<file path="src/rtl/serial_add_ctrl.sv">
// ---------------------------------------------------------------------------
// serial_add_ctrl
//   Bit-serial adder sequencer. A start pulse in IDLE captures operands a and
//   b; the pair is then fed LSB-first through two half adders plus a carry
//   flip-flop, one bit per clock. Sum bits collect in a right-shifting
//   partial-sum register. After WIDTH bits the registered result is loaded
//   into sum/cout and done pulses for one cycle.
//
//   Ports
//     clk    in   1      clock, rising edge
//     rst_n  in   1      asynchronous reset, active low
//     start  in   1      request, sampled only in IDLE
//     a, b   in   WIDTH  operands, captured on the accepted start edge
//     busy   out  1      high while in ADD
//     done   out  1      one-cycle pulse, result valid from this cycle on
//     sum    out  WIDTH  registered result, held until the next completion
//     cout   out  1      registered carry out of bit WIDTH-1
//
//   Handshake: a request is a single-cycle start level seen in IDLE; it is
//   not acknowledged other than by busy rising on the next cycle. start seen
//   in ADD or DONE is dropped, not queued.
// ---------------------------------------------------------------------------

module half_adder (
    input  logic x_i,
    input  logic y_i,
    output logic s_o,
    output logic c_o
);
    assign s_o = x_i ^ y_i;
    assign c_o = x_i & y_i;
endmodule

module serial_add_ctrl #(
    parameter int WIDTH = 8,
    parameter int CW    = 4
) (
    input  logic             clk,
    input  logic             rst_n,
    input  logic             start,
    input  logic [WIDTH-1:0] a,
    input  logic [WIDTH-1:0] b,
    output logic             busy,
    output logic             done,
    output logic [WIDTH-1:0] sum,
    output logic             cout
);

    typedef enum logic [1:0] {
        IDLE = 2'd0,
        ADD  = 2'd1,
        DONE = 2'd2
    } state_t;

    state_t           state_q, state_d;
    logic [WIDTH-1:0] a_q, a_d;
    logic [WIDTH-1:0] b_q, b_d;
    logic [WIDTH-1:0] part_q, part_d;
    logic [WIDTH-1:0] sum_q, sum_d;
    logic             carry_q, carry_d;
    logic             cout_q, cout_d;
    logic [CW-1:0]    cnt_q, cnt_d;

    // Bit datapath: two half adders and an OR form one full-adder step.
    logic s1, c1, s_bit, c2, carry_next;

    half_adder u_ha1 (
        .x_i (a_q[0]),
        .y_i (b_q[0]),
        .s_o (s1),
        .c_o (c1)
    );

    half_adder u_ha2 (
        .x_i (s1),
        .y_i (carry_q),
        .s_o (s_bit),
        .c_o (c2)
    );

    assign carry_next = c1 | c2;

    always_comb begin
        state_d = state_q;
        a_d     = a_q;
        b_d     = b_q;
        part_d  = part_q;
        sum_d   = sum_q;
        carry_d = carry_q;
        cout_d  = cout_q;
        cnt_d   = cnt_q;
        case (state_q)
            IDLE: begin
                if (start) begin
                    a_d     = a;
                    b_d     = b;
                    carry_d = 1'b0;
                    cnt_d   = '0;
                    state_d = ADD;
                end
            end
            ADD: begin
                a_d     = a_q >> 1;
                b_d     = b_q >> 1;
                part_d  = {s_bit, part_q[WIDTH-1:1]};
                carry_d = carry_next;
                cnt_d   = cnt_q + 1'b1;
                if (cnt_q == CW'(WIDTH - 1)) begin
                    // The last sum bit is still in flight, so take it from
                    // the shift input rather than from part_q.
                    sum_d   = {s_bit, part_q[WIDTH-1:1]};
                    cout_d  = carry_next;
                    state_d = DONE;
                end
            end
            DONE: begin
                state_d = IDLE;
            end
            default: begin
                state_d = IDLE;
            end
        endcase
    end

    always_ff @(posedge clk or negedge rst_n) begin
        if (!rst_n) begin
            state_q <= IDLE;
            a_q     <= '0;
            b_q     <= '0;
            part_q  <= '0;
            sum_q   <= '0;
            carry_q <= 1'b0;
            cout_q  <= 1'b0;
            cnt_q   <= '0;
        end else begin
            state_q <= state_d;
            a_q     <= a_d;
            b_q     <= b_d;
            part_q  <= part_d;
            sum_q   <= sum_d;
            carry_q <= carry_d;
            cout_q  <= cout_d;
            cnt_q   <= cnt_d;
        end
    end

    assign busy = (state_q == ADD);
    assign done = (state_q == DONE);
    assign sum  = sum_q;
    assign cout = cout_q;

endmodule
</file>
<file path="config.mk">
export PLATFORM = sky130hd
export DESIGN_NAME = serial_add_ctrl
export DESIGN_NICKNAME = d
export VERILOG_FILES = /design/src/rtl/serial_add_ctrl.sv
export SDC_FILE = /design/constraint.sdc
export NUM_CORES = 1
export LEC_CHECK = 0
export ABC_AREA = 1
export ABC_CLOCK_PERIOD_IN_PS = 1710
export BUFFER_PORTS_ARGS = -buffer_cell sky130_fd_sc_hd__buf_2
export CAP_MARGIN = 20
export CORE_MARGIN = 2
export CORE_UTILIZATION = 38
export CTS_CLUSTER_DIAMETER = 60
export CTS_CLUSTER_SIZE = 12
export DETAILED_ROUTE_END_ITERATION = 10
export SYNTH_ARGS = -nofsm -noshare
export SYNTH_HDL_FRONTEND = slang
export SYNTH_HIERARCHICAL = 1
export SYNTH_SLANG_ARGS = --single-unit
</file>
<file path="constraint.sdc">
create_clock -name clk -period 1.71 [get_ports clk]
set_input_delay 0.171 -clock clk [delete_from_list [all_inputs] [get_ports clk]]
set_output_delay 0.171 -clock clk [all_outputs]
set_load 0.1 [all_outputs]
</file>
# --- Yosys cells after proc, flatten, opt, wreduce, memory -nomap -nowiden ---
# Index checks and enable logic that the tools add are counted.
totals:
  reg_bits: 40
  latch_bits: 0
  ramBits: 0
  mem_bits_ro: 0
  inputBits: 19
  word_cells: 35
  mem_count: 0
classes:
  addsub: 1
  mul: 0
  n_div: 0
  magnitude_cmp: 0
  eq_ne: 5
  shifts: 0
  n_mux: 11
  bitwise: 5
  reduce_logical: 5
ops:
  columns: ["op", "n"]
  rows:
  - ["$pmux 8 s2", 2]
  - ["$mux 8", 2]
  - ["$pmux 4 s2", 1]
  - ["$reduce_and 2->1", 3]
  - ["$add 4x1->4 const B", 1]
  - ["$eq 4x3->1 const B", 1]
  - ["$mux 2", 2]
  - ["$mux 4", 1]
  - ["$pmux 2 s2", 1]
  - ["$and 1x1->1", 2]
  - ["$eq 2x1->1 const B", 1]
  - ["$eq 2x2->1 const B", 1]
  - ["$logic_not 2->1", 1]
  - ["$ne 2x1->1 const B", 1]
  - ["$ne 2x2->1 const B", 1]
  - ["$pmux 1 s2", 1]
  - ["$reduce_bool 2->1", 1]
  - ["$xor 1x1->1", 2]
  - ["$mux 1", 1]
  - ["$or 1x1->1", 1]

# --- Depth between registers and ports, before layout ---
logic_depth:
  word_depth: 4
  mapped_depth: 7

# --- By module ---
# The synthesis kept the hierarchy.
modules_own_cells:
  columns: ["mod", "n_inst", "cells_each", "area_each_um2"]
  rows:
  - ["serial_add_ctrl", 1, 191, 1697.9]
  - ["half_adder", 2, 1, 12.5]

# --- Least setup slack after synthesis ---
# OpenSTA, ideal clock, no wires.
synth_timing:
  path_kind: "flip-flop to output port"
  startpoint: "register state_q[0]"
  endpoint: "output done"
  arrival_time_ps: 1677
  required_time_ps: 1539
  path_slack_ps: -138
  stages_incl_launch_ff: 2
  n_path_buf: 0
  path_cell_list: "dfrtp_1 > nor2_1"
synth_via:
  elab_chain_cells: 1
synth_lines:
  columns: ["element", "line", "text"]
  rows:
  - ["start: declaration", "55", "state_t state_q, state_d;"]
  - ["start signal: assignment", "136", "state_q <= state_d;"]
  - ["$eq 2x2->1", "148", "assign done = (state_q == DONE);"]
  - ["end: declaration", "44", "output logic done,"]
# Every way passes these cells.

# --- Worst setup path after layout ---
layout_timing:
  startpoint: "register state_q[1]"
  endpoint: "output busy"
layout_via:
  elab_chain_cells: 1
layout_lines:
  columns: ["element", "line", "text"]
  rows:
  - ["$eq 2x1->1", "147", "assign busy = (state_q == ADD);"]
  - ["end: declaration", "43", "output logic busy,"]
# Every way passes these cells.

==> flow_summary.yaml <==
grt:
  track_usage: 0.1502
  gr-usage-met2: 0.2387
  antenna_found_initial: 0
  use_met3: 0.03516
  grt_pass1_vias: 1306
  use_met1: 0.2066
  gr-total-overflow: 0
  grt_max_degree: 40
  top_usage_layer: "met2"
  grt_pass1_wl_mm: 6.030
sta:
  worst_clock_skew_ps: 7.955
  rsz0062_at_grt: "no"
  tns_ps: 0
  final_hold_viol_count: 0
  fmaxAchievable_ghz: 0.6276
  relSlewSlack: 0.6198
  worst_pin_slew_ps: 569.7
  setup_violations: 0
  finalCriticalPeriod_ps: 1593
  finalCritPeriodShare: 0.9317
  whs_ps: 82.77
  finalMaxSlewViolations: 0
drt:
  viasPerCell: 4.968
  drc_errors: 0
  firstDrtPassIters: 4
  routedWlPerCell_um: 12.24
  num_vias: 1386
  drt_iter0_drc: 104
  ant_nets: 0
  wl_mm: 3.416
floorplan:
  die_area_um2: 5089
  die_h_um: 71.34
  ioPinCount: 30
  core-area_um2: 4354
  start_util: 0.3957
  rows: 24
  fp.dieW_um: 71.34
synth:
  syn_area_per_cell_um2: 8.927
  synth.distinct_cells: 19
  synth_seq_cells: 39
  ys_seq_area_frac: 0.5664
  syn_area_um2: 1723
  yosys_warnings: 6
  synth_cells: 193
  syn_nets: 215
pwr:
  leakagePower_uw: 0.001073
  pwr_density_cell_nw_per_um2: 2067
  irDropWorstVdd_mv: 0.6666
worst_setup_path:
  regToRegSetupSlack_ps: 320
  end_kind: "output pin"
  r2r_end: "cout"
  worstSetupPathType: "reg2out"
  required_ps: 1540
  critPathArrivalTime_ps: 1420
  startpoint_type: "register"
  ff2ff_path_depth: 5
  cp_max_fo: 14
  rr_startpoint: "a_q[0]"
clock_tree:
  cts_buffers: 5
  clock_latency_ps: 290
  clock-sinks: 39
  clk_transition_reported_paths_ps: 70
  cts_resized: 0
  cts_tree: "yes"
  cts-root-buf: "clkbuf_8"
  htreeDepth: 2
  post_cts_buffers: 0
  cts.path.max_buffers: 2
  cts_hold_buf: 1
layout:
  area_growth_pct: 18.23
  multi_input_area_um2: 650.6
  fillers: 431
  final_cell_mix: "nand2_1 (64), nand3_1 (51), dfrtp_1 (39), buf_2 (28)"
  final_common_cell: "nand2_1"
  final-seq-area_um2: 975.9
  fin_cells: 279
  diodes: 0
  utilization: 0.4678
  nNetsFinal: 249
  final_layout_size_suffix_gt1_frac: 0.2379
outcome:
  status: "finished, final reports clean"
placement:
  place.detailed.hpwl_mm: 2.346
  gp_congestion: 0.7002
  io_buffer_count: 29
  placed_cells: 271
run:
  maxCapViolCount: 0
min_path:
  hold_path_end: "a_q[7]"
  holdCritPathClass: "in2reg"
  hold_depth: 3
  hold_path_startpoint: "a[7]"
[flip-flops by register name, indices dropped and copies added (netlist names)]
signal and cells:
a_q 8, cnt_q 4, state_q 2, cout 1, b_q 8, carry_q 1
sum 8, part_q 7
[logic make-up after synthesis]
family                   synth area share
AND/OR/NAND/NOR                    0.3203
flip-flops                         0.5665
buffers and inverters             0.05737
AO/OA/AOI/OAI                     0.03413
adder cells (fa/ha/maj)           0.02179
[synthesized netlist by cell type (all sizes together)]
library cell,number,share of area
or2,1,0.0036
nand2,66,0.15
inv,6,0.013
ha,3,0.022
buf,9,0.042
nand4,1,0.0036
nand3,51,0.15
a21boi,1,0.0044
a21oi,1,0.0029
nor2,7,0.018
dfrtp,39,0.57
clkbuf,1,0.0022
o21ai,7,0.027
[metrics by stage]
step	power [uW]	setup slack (ps)	cell area, um^2
after global placement	3610	337.3	1939
final	4210	116.7	2037
after detailed placement	3634	334.9	1939
after global routing	4539	2.785	2037
after CTS	4272	89.77	2037
after floorplan	3256	317.0	1725
[layout make-up]
| class | count | share of cell area |
|---|---|---|
| tap | 52 | 0.03194 |
| sequential | 39 | 0.4791 |
| timing repair buffer | 37 | 0.1155 |
| clock buffer | 6 | 0.04054 |
| multi-input combinational | 138 | 0.3194 |
| inverter | 6 | 0.01106 |
| clock inverter | 1 | 0.002457 |
[worst max-delay path, stage by stage, from the launching register on]
cell     delay, ps
dfrtp_1        400
inv_2           90
nand2_2        160
inv_2          100
buf_4          200
buf_12         190
[routing by layer]
metal / routed length [um] / share of wire / vias to the layer above
met2: 1603 / 0.47 / 22
met3: 126 / 0.037 / 5
met4: 44 / 0.013 / 0
li1: - / - / 702
met5: 0 / 0 / -
met1: 1641 / 0.48 / 657
[worst max-delay path by stage]
stage / endpoint / slack [ps] / start
2_1_floorplan: done / 320 / state_q[0]
3_3_place_gp: cout / 340 / a_q[0]
3_5_place_dp: cout / 330 / a_q[0]
4_1_cts: busy / 90 / state_q[1]
5_1_grt: busy / 3 / state_q[1]
6_report: busy / 120 / state_q[1]
[where the power goes]
| part | internal (uW) | switching, uW | total (uW) |
|---|---|---|---|
| Clock | 316 | 297 | 613 |
| Combinational | 542 | 1540 | 2080 |
| Sequential | 1290 | 230 | 1520 |
| Total | 2150 | 2060 | 4210 |
Power figures use the tool's default switching activity.
